===== config.mk =====
export PLATFORM = sky130hd
export DESIGN_NAME = clct_bx_window_best
export DESIGN_NICKNAME = d
export VERILOG_FILES = /design/src/rtl/clct_bx_window_best.sv
export SDC_FILE = /design/constraint.sdc
export NUM_CORES = 1
export LEC_CHECK = 0
export BUFFER_PORTS_ARGS = -buffer_cell sky130_fd_sc_hd__clkbuf_2
export CORE_ASPECT_RATIO = 1.5
export CORE_MARGIN = 2
export CORE_UTILIZATION = 48
export CTS_BUF_LIST = sky130_fd_sc_hd__clkbuf_16
export DETAILED_ROUTE_END_ITERATION = 8
export PLACE_DENSITY = 0.82
export SKIP_LAST_GASP = 1
export SYNTH_ARGS = -nofsm -noshare
export SYNTH_HDL_FRONTEND = slang
export SYNTH_SLANG_ARGS = --single-unit

===== constraint.sdc =====
create_clock -name clock -period 2 [get_ports clock]
set_input_delay 0.1 -clock clock [delete_from_list [all_inputs] [get_ports clock]]
set_output_delay 0.1 -clock clock [all_outputs]
set_load 0.01 [all_outputs]

===== src/rtl/clct_bx_window_best.sv =====
// clct_bx_window_best: after a trigger, keeps the highest-priority CLCT seen in a W-bx window
// and holds it until acknowledged, counting the triggers lost while a result is held.
module clct_bx_window_best (
  input  logic       clock,
  input  logic       global_reset_n,
  input  logic [3:0] clct_win_best,
  input  logic [3:0] clct_pri_best,
  input  logic [3:0] pri_thresh,
  input  logic [3:0] win_width,
  input  logic       out_ack,
  input  logic       drop_cnt_clr,
  output logic       out_valid,
  output logic [3:0] out_win,
  output logic [3:0] out_pri,
  output logic [3:0] out_bx,
  output logic       busy,
  output logic [7:0] drop_cnt
);
  typedef enum logic [1:0] {IDLE, OPEN, DONE} state_e;
  state_e     state_q;
  logic       valid_q;
  logic [3:0] best_pri_q, best_win_q, best_bx_q, cnt_q, weff_q;
  logic [7:0] drop_q;
  logic [3:0] thr_eff, weff_d;
  logic       trig;
  assign thr_eff = (pri_thresh == 4'd0) ? 4'd1 : pri_thresh;
  assign weff_d  = (win_width == 4'd0) ? 4'd1 : win_width;
  assign trig    = (clct_pri_best != 4'd0) && (clct_pri_best >= thr_eff);
  always_ff @(posedge clock or negedge global_reset_n) begin
    if (!global_reset_n) begin
      state_q    <= IDLE;
      valid_q    <= 1'b0;
      best_pri_q <= 4'd0;
      best_win_q <= 4'd0;
      best_bx_q  <= 4'd0;
      cnt_q      <= 4'd0;
      weff_q     <= 4'd0;
      drop_q     <= 8'd0;
    end else begin
      if (drop_cnt_clr) drop_q <= 8'd0;
      else if (state_q == DONE && trig && drop_q != 8'hff) drop_q <= drop_q + 8'd1;
      case (state_q)
        IDLE: if (trig) begin
          best_pri_q <= clct_pri_best;
          best_win_q <= clct_win_best;
          best_bx_q  <= 4'd0;
          weff_q     <= weff_d;
          cnt_q      <= 4'd1;
          state_q    <= (weff_d == 4'd1) ? DONE : OPEN;
          valid_q    <= (weff_d == 4'd1);
        end
        OPEN: begin
          // strict compare: on equal priority the earlier bx is kept
          if (clct_pri_best > best_pri_q) begin
            best_pri_q <= clct_pri_best;
            best_win_q <= clct_win_best;
            best_bx_q  <= cnt_q;
          end
          cnt_q <= cnt_q + 4'd1;
          if (cnt_q == weff_q - 4'd1) begin
            state_q <= DONE;
            valid_q <= 1'b1;
          end
        end
        DONE: if (out_ack) begin
          state_q <= IDLE;
          valid_q <= 1'b0;
        end
        default: state_q <= IDLE;
      endcase
    end
  end
  assign out_valid = valid_q;
  assign out_win   = best_win_q;
  assign out_pri   = best_pri_q;
  assign out_bx    = best_bx_q;
  assign busy      = (state_q != IDLE);
  assign drop_cnt  = drop_q;
endmodule


After elaboration in Yosys (flattened, before gate mapping)

Cells that the tools add are included.

$add $sub $neg: 3
Multipliers: 0
Div/mod/pow operators: 0
Magnitude comparators: 2
Eq/ne operators: 9
Shift-type cells: 0
Muxes and demuxes: 24
Bitwise logic cells: 0
Reductions and logical operators: 16

Operator list:

| cell                | number |
|---|---|
| $mux 4              | 9 |
| $pmux 4 s2          | 4 |
| $mux 8              | 2 |
| $add 8x1->8 const B | 1 |
| $logic_not 4->1     | 2 |
| $mux 2              | 4 |
| $ne 2x2->1 const B  | 4 |
| $ne 8x8->1 const B  | 1 |
| $pmux 2 s3          | 1 |
| $reduce_and 3->1    | 2 |
| $reduce_bool 2->1   | 3 |
| $add 4x1->4 const B | 1 |
| $eq 4x1->1 const B  | 1 |
| $eq 4x4->1          | 1 |
| $ge 4x4->1          | 1 |
| $gt 4x4->1          | 1 |
| $reduce_and 2->1    | 2 |
| $reduce_and 4->1    | 1 |
| $reduce_bool 4->1   | 1 |
| $sub 4x1->4 const B | 1 |
| $logic_and 1x1->1   | 3 |
| $mux 1              | 3 |
| $pmux 1 s3          | 1 |
| $reduce_bool 3->1   | 1 |
| 3 further kinds     | 3 |

Flip-flop bits (word level): 31
Bits in latches: 0
Bits in writable memories: 0
Memory bits (read-only): 0
Input bits: 20
Output and inout port bits: 22
Word-level logic and storage cells: 62
Memories kept: 0

Longest topological paths before layout

Gate-level depths: netlist (run 1).

Depth after elaboration: 8
Mapped depth: 9
Depth with buffers taken out: 8

Worst setup path before layout (run 1)

OpenSTA, ideal clock, no wires.

Kind: reg2reg
Start point: register weff_q[0]
End point: register valid_q, in the netlist out_valid
Library setup time: 0.128 ns
Arrival time: 2.113 ns
Data required time: 1.872 ns
Path slack: -0.240 ns
Stages on the path, launching flop included: 8
Buffers on the path: 0
Clock period less this slack: 2.240 ns
Cell sequence: dfrtp_1 -> inv_1 -> ha_1 -> xnor2_2 -> xnor2_1 -> or4_4 -> a2111oi_4 -> mux2_1

Word-level cells in the longest chain between the ends: 4

RTL lines:

| what                              | RTL line | RTL |
|---|---|---|
| from (decl)                       | 22       | `logic [3:0] best_pri_q, best_win_q, best_bx_q, cnt_q, weff_q;` |
| from (signal assigned)            | 47       | `weff_q <= weff_d;` |
| $sub 4x1->4                       | 60       | `if (cnt_q == weff_q - 4'd1) begin` |
| $eq 4x4->1                        | 60       |  |
| $ne 2x2->1 (no source line)       | -        |  |
| $reduce_and 4->1 (no source line) | -        |  |
| to (signal assigned)              | 50       | `valid_q <= (weff_d == 4'd1);` |
| to (decl)                         | 21       | `logic valid_q;` |

Every way passes these cells.
A chain may end at the register's enable or synchronous reset.

Final worst setup path (run 1)

Start point: register weff_q[1]
End point: register valid_q, in the netlist out_valid

The elaborated chain is that of the path after synthesis.

==> impl_metrics.py, run 1 <==
metrics = {
    "run_status": {
        "status": "complete, but fails checks",
        "violations": "negative setup slack",
    },
    "timing": {
        "rsz0062_at_grt": "yes",
        "max_slew_margin": 0.4960,
        "finalCritPeriodShare": 1.056,
        "hold_violations": 0,
        "fin_ws_ps": -112.6,
        "slew_violations": 0,
        "fin_crit_ps": 2113,
        "timing.fmax_mhz": 473.3,
        "setup_tns_ps": -131.0,
        "setup_viol": 3,
        "worst_pin_slew_ps": 756.0,
        "fin_skew_ps": 4.831,
    },
    "route": {
        "ant_nets": 0,
        "first_pass_iters": 4,
        "vias_per_cell": 5.399,
        "wl_per_cell_um": 14.08,
        "wl_met2_um": 2123,
        "via_count": 1463,
        "drc": 0,
        "wl_met1_um": 1428,
        "drtIter0Drc": 34,
        "topRoutingLayerUsed": "met4",
        "met3_length_um": 162,
        "wirelength_um": 3817,
    },
    "logic_synthesis": {
        "ys_seq_elements": 31,
        "synth_edf_count": 0,
        "synth_area_leader_cell": "dfrtp_1",
        "ys_seq_area_frac": 0.4294,
        "syn_inst": 164,
        "syn-cell-area_um2": 1807,
        "synthTopCellsByArea": "dfrtp_1, ha_1, mux2_2, xnor2_1, inv_1",
        "ys_warn_count": 0,
        "synthArstFlopShare": 1.000,
        "synth.avg_cell_area_um2": 11.02,
        "synth-main-ff-cell": "dfrtp_1",
        "synth_top_area_frac": 0.4294,
        "syn-num-nets": 199,
        "ys_types": 46,
    },
    "die": {
        "die_area_um2": 4281,
        "core_area_um2": 3649,
        "pin_count": 42,
        "dieWidth_um": 54.10,
        "num_rows": 27,
        "start_util": 0.4952,
        "fp.dieH_um": 79.14,
    },
    "critical_path": {
        "cpMaxStageDelayCell": "or4_4",
        "r2r_end": "out_valid$_DFFE_PN0P_",
        "start_kind": "register",
        "reg2regPathDepth": 6,
        "cpPeakStageDelay_ps": 540,
        "path_max_fanout": 3,
        "reg2reg_from": "weff_q[1]$_DFFE_PN0P_",
        "worstPathRequired_ps": 2160,
        "path_cells": "inv_2, ha_4, xnor2_1, or4_4, a2111oi_4, mux2_1",
        "cp.arrival_ps": 2270,
        "endpoint": "out_valid$_DFFE_PN0P_",
        "crit_start": "weff_q[1]$_DFFE_PN0P_",
        "r2r_slack_ps": -110,
        "path_class": "register to register",
        "endpoint_kind": "register",
    },
    "pwr": {
        "clkPwrFrac": 0.238,
        "ir_drop_v": 0.001088,
        "internal_power_uw": 2329,
        "power_frac_seq": 0.281,
        "sw_frac_of_total": 0.3383,
        "power_uw": 3520,
        "cellPowerDensity_nw_per_um2": 1487,
        "p_switching_uw": 1191,
        "p_leak_uw": 0.001163,
        "combPwrFrac": 0.481,
    },
    "place": {
        "place_hpwl_um": 2869,
        "io_buffers": 41,
        "place.gp.congestion": 0.8276,
        "post_dp_cell_area_um2": 2193,
    },
    "cts": {
        "clk_latency_ps": 270,
        "cts_max_path_buffers": 2,
        "clkSlewWorstSetupHoldPaths_ps": 50,
        "htree_levels": 2,
        "cts_num_sinks": 31,
        "cts_root_buf": "clkbuf_16",
        "cts.repair.resized": 0,
        "cts_tree": "built",
        "cts_made_buffers": 5,
    },
    "final_layout": {
        "layout_common_cells": "clkbuf_2, dfrtp_1, buf_4",
        "final_cell_area_um2": 2367,
        "final_net_count": 262,
        "mostFrequentLayoutCell": "clkbuf_2",
        "diodes": 0,
        "drive_gt1_frac": 0.3947,
        "nFillCells": 306,
        "syn2layout_area_growth_pct": 31.02,
    },
    "grt": {
        "grt_usage": 0.1980,
        "grt_pass1_wl_um": 6203,
        "grt_pass1_vias": 1493,
        "antenna_found_initial": 0,
        "grt_max_degree": 32,
        "grt-ovfl-total": 0,
    },
    "hold_path": {
        "hp-class": "input pin to register",
    },
    "flow_run": {
        "maxCapViolations": 0,
    },
}
==> area by class of cell <==
type / count / area, um2 / area share
clock inverters: 3 / 38.79 / 0.01638
well taps: 43 / 53.80 / 0.02273
repair buffers: 60 / 350.3 / 0.1480
inverters: 13 / 48.80 / 0.02061
clock buffers: 5 / 125.1 / 0.05285
multi-input cells: 116 / 974.7 / 0.4117
flip-flops and latches: 31 / 775.7 / 0.3277
==> flip-flops by register name (all words and copies together), names as in the netlist <==
name,flops
weff_q,4
out_bx,4
out_pri,4
out_valid,1
drop_cnt,8
out_win,4
state_q,2
cnt_q,4
==> what timing repair did <==
action,4_1_cts,5_1_grt
hold buffers,1,0
pin swaps,0,0
setup endpoints to repair,3,3
buffers inserted,0,0
endpoints found under the hold margin,31,0
==> per-layer routing <==
metal  vias to the layer above  GRT usage
met5                         -          0
met3                        10    0.04511
met4                         0    0.09250
li1                        721          -
met1                       695     0.1944
met2                        37     0.3683
==> power groups by stage <==
stage / clock [uW] / combinational, uW / sequential [uW]
after floorplan: 0 / 1060 / 1060
after global placement: 0 / 1650 / 985
after detailed placement: 0 / 1680 / 997
after CTS: 850 / 1720 / 991
after global routing: 882 / 1850 / 1020
final: 837 / 1690 / 989
==> synth_stat cells (all sizes together), types with 3 or more instances <==
cell type	number
inv	13
nor3	3
xor2	5
o21ai	3
nand4	4
or4	3
ha	15
mux2	13
xnor2	7
nand3	7
nand2	6
buf	3
nor2	9
dfrtp	31
a21oi	8
a22o	5
==> worst max-delay path, delay by kind of cell, from the launching register on <==
family                   cells  cell delay, ps
AO/OA/AOI/OAI                1             310
XOR/XNOR                     1             120
adder cells (fa/ha/maj)      1             200
buffers and inverters        1              80
flip-flops                   1             400
multiplexers                 1             340
AND/OR/NAND/NOR              1             540
==> kinds of logic after synthesis <==
logic type | after synthesis | synth area share
AO/OA/AOI/OAI | 32 | 0.1475
XOR/XNOR | 12 | 0.06233
adder cells (fa/ha/maj) | 15 | 0.1039
buffers and inverters | 17 | 0.03809
flip-flops | 31 | 0.4294
multiplexers | 15 | 0.09211
AND/OR/NAND/NOR | 42 | 0.1267
==> how the worst min path moves through the flow <==
stage                startpoint                endpoint  depth (start not counted)
2_1_floorplan    global_reset_n    cnt_q[0]$_DFFE_PN0P_                          0
6_report       clct_win_best[1]  out_win[1]$_DFFE_PN0P_                          2
5_1_grt        clct_win_best[0]  out_win[0]$_DFFE_PN0P_                          2
3_5_place_dp     global_reset_n   weff_q[2]$_DFFE_PN0P_                          1
3_3_place_gp     global_reset_n   weff_q[2]$_DFFE_PN0P_                          1
4_1_cts        clct_win_best[1]  out_win[1]$_DFFE_PN0P_                          2
==> per-stage QoR <==
step,worst slack (ps),utilization,hold slack [ps],cells
finish,-112.6,0.6488,59.14,271
CTS,-108.5,0.6488,59.27,271
detailed placement,-101.1,0.6012,215.9,262
global route,-183.2,0.6488,64.65,271
floorplan,-43.84,-,-195.6,164
global placement,-49.51,0.6012,211.0,262
Note: power is estimated with default switching activity, not from simulation.
==> run 2, diff against run 1 <==
--- a/config.mk
+++ b/config.mk
@@ -5,13 +5,13 @@
 export SDC_FILE = /design/constraint.sdc
 export NUM_CORES = 1
 export LEC_CHECK = 0
-export BUFFER_PORTS_ARGS = -buffer_cell sky130_fd_sc_hd__clkbuf_2
+export BUFFER_PORTS_ARGS = -buffer_cell sky130_fd_sc_hd__buf_2
 export CORE_ASPECT_RATIO = 1.5
 export CORE_MARGIN = 2
 export CORE_UTILIZATION = 48
 export CTS_BUF_LIST = sky130_fd_sc_hd__clkbuf_16
 export DETAILED_ROUTE_END_ITERATION = 8
-export PLACE_DENSITY = 0.82
+export PLACE_DENSITY = 0.75
 export SKIP_LAST_GASP = 1
 export SYNTH_ARGS = -nofsm -noshare
 export SYNTH_HDL_FRONTEND = slang
==> run 2 against run 1 <==
Effect of this change:
- the run still ends with negative setup slack left
- largest cell class unchanged
- critical endpoint unchanged
- sequential cell count is the same
- design area grew 1.8%
- power grew 0.58%
- combinational power is essentially flat
- hold slack is essentially flat
==> impl_metrics.py, run 2 (synthesis results as in run 1) <==
metrics = {
    "critical_path": {
        "path_max_fanout": 3,
        "path_class": "register to register",
        "reg2reg_from": "weff_q[0]$_DFFE_PN0P_",
        "endpoint_kind": "register",
        "start_kind": "register",
        "r2r_slack_ps": -90,
        "reg2regPathDepth": 6,
        "worstPathRequired_ps": 2160,
        "r2r_end": "out_valid$_DFFE_PN0P_",
        "cp.arrival_ps": 2250,
    },
    "route": {
        "wl_per_cell_um": 14.11,
        "drtIter0Drc": 36,
        "wirelength_um": 3880,
        "vias_per_cell": 5.491,
        "ant_nets": 0,
        "via_count": 1510,
        "first_pass_iters": 5,
        "drc": 0,
    },
    "timing": {
        "fin_skew_ps": 3.092,
        "hold_violations": 0,
        "worst_pin_slew_ps": 691.1,
        "fin_ws_ps": -91.09,
        "max_slew_margin": 0.5393,
        "rsz0062_at_grt": "yes",
        "fin_crit_ps": 2091,
        "setup_viol": 2,
        "slew_violations": 0,
        "finalCritPeriodShare": 1.046,
        "timing.fmax_mhz": 478.2,
    },
    "run_status": {
        "violations": "negative setup slack",
        "status": "complete, but fails checks",
    },
    "cts": {
        "htree_levels": 2,
        "cts_made_buffers": 5,
        "cts_tree": "built",
        "clkSlewWorstSetupHoldPaths_ps": 50,
        "cts_max_path_buffers": 2,
        "cts_root_buf": "clkbuf_16",
        "post-cts-setup-buffers": 0,
        "cts_num_sinks": 31,
        "clk_latency_ps": 280,
    },
    "pwr": {
        "cellPowerDensity_nw_per_um2": 1469,
        "ir_drop_v": 0.001067,
        "p_leak_uw": 0.001195,
    },
    "final_layout": {
        "drive_gt1_frac": 0.4052,
        "syn2layout_area_growth_pct": 33.38,
        "final_core_util": 0.6605,
        "diodes": 0,
        "fin_cells": 275,
        "mostFrequentLayoutCell": "buf_2",
        "layout_common_cells": "buf_2, dfrtp_1, buf_4",
        "final_net_count": 266,
        "largest_reg_flops": 8,
    },
    "place": {
        "place_hpwl_um": 2941,
        "io_buffers": 41,
        "place.gp.congestion": 0.7388,
        "placedCellCount": 266,
    },
    "die": {
        "num_rows": 27,
        "pin_count": 42,
        "core_area_um2": 3649,
        "dieWidth_um": 54.10,
        "start_util": 0.4952,
        "die_area_um2": 4281,
        "fp.dieH_um": 79.14,
    },
    "grt": {
        "grt_pass1_wl_um": 6410,
        "grt_max_degree": 32,
        "grt-ovfl-total": 0,
        "grt_usage": 0.2067,
        "antenna_found_initial": 0,
        "grt_pass1_vias": 1521,
    },
    "hold_path": {
        "hp-class": "input pin to register",
        "hold_depth": 2,
        "hold_end": "out_win[3]$_DFFE_PN0P_",
        "min_from": "clct_win_best[3]",
    },
    "flow_run": {
        "maxCapViolations": 0,
    },
}
==> run 2: cell count changes in the layout (fill, tap and decap cells not counted) <==
| cell | before | now |
|---|---|---|
| buf_2 | 0 | 41 |
| clkbuf_2 | 41 | 0 |
| buf_4 | 18 | 21 |
| buf_12 | 0 | 1 |
==> run 2: metrics by stage <==
| stage | hold slack [ps] | total power, uW | setup WS, ps | cell area, um2 | TNS, ps |
|---|---|---|---|---|---|
| 2_1_floorplan | -195.6 | 2118 | -43.84 | 1823 | -43.84 |
| 3_3_place_gp | 188.5 | 2658 | -53.34 | 2236 | -369.6 |
| 6_report | 58.81 | 3540 | -91.09 | 2410 | -117.9 |
| 3_5_place_dp | 189.1 | 2717 | -84.14 | 2236 | -745.8 |
| 5_1_grt | 56.60 | 3803 | -165.4 | 2410 | -428.8 |
| 4_1_cts | 57.50 | 3582 | -97.56 | 2410 | -162.8 |
==> run 2: how the worst max path moves through the flow <==
| stage | startpoint | to | slack [ps] | depth (start not counted) |
|---|---|---|---|---|
| finish | weff_q[0]$_DFFE_PN0P_ | out_valid$_DFFE_PN0P_ | -90 | 6 |
| global route | weff_q[0]$_DFFE_PN0P_ | state_q[0]$_DFFE_PN0P_ | -170 | 6 |
| CTS | weff_q[0]$_DFFE_PN0P_ | out_valid$_DFFE_PN0P_ | -100 | 6 |
| detailed placement | pri_thresh[2] | out_win[2]$_DFFE_PN0P_ | -80 | 10 |
| global placement | weff_q[1]$_DFFE_PN0P_ | out_valid$_DFFE_PN0P_ | -50 | 6 |
| floorplan | weff_q[0]$_DFFE_PN0P_ | out_valid$_DFFE_PN0P_ | -40 | 6 |
==> run 2: per-layer routing <==
metal | part of all wire | up-vias | global-route usage | routed length [um]
met5 | 0 | - | 0 | 0
met4 | 0.015 | 0 | 0.08000 | 59
met3 | 0.036 | 8 | 0.04511 | 139
met2 | 0.54 | 35 | 0.3756 | 2109
met1 | 0.41 | 741 | 0.2211 | 1572
li1 | - | 726 | - | -
==> run 2: worst max-delay path, stage by stage (launching register included) <==
cell       delay (ps)
dfrtp_1           400
inv_2              80
ha_4              190
xnor2_1           120
or4_4             540
a2111oi_4         300
mux2_1            340
==> run 2: area by class of cell <==
| cell class | count | area (um2) |
|---|---|---|
| multi-input cells | 116 | 974.7 |
| flip-flops and latches | 31 | 775.7 |
| clock inverters | 3 | 38.79 |
| repair buffers | 64 | 392.9 |
| well taps | 43 | 53.80 |
| clock buffers | 5 | 125.1 |
| fillers | 301 | 1239 |
| inverters | 13 | 48.80 |
==> run 2: power breakdown <==
part	leakage, uW	switching, uW	internal, uW	total [uW]
logic	0.000717	791	920	1710
registers	0.000396	141	842	983
clock network	0.0000812	266	580	846
total	0.00119	1200	2340	3540
==> run 2: repair_timing <==
action | 4_1_cts | 5_1_grt
hold buffers | 1 | 0
endpoints found under the setup margin | 2 | 8
endpoints found under the hold margin | 31 | 0
gates resized for setup | 0 | 0
pin swaps | 0 | 1
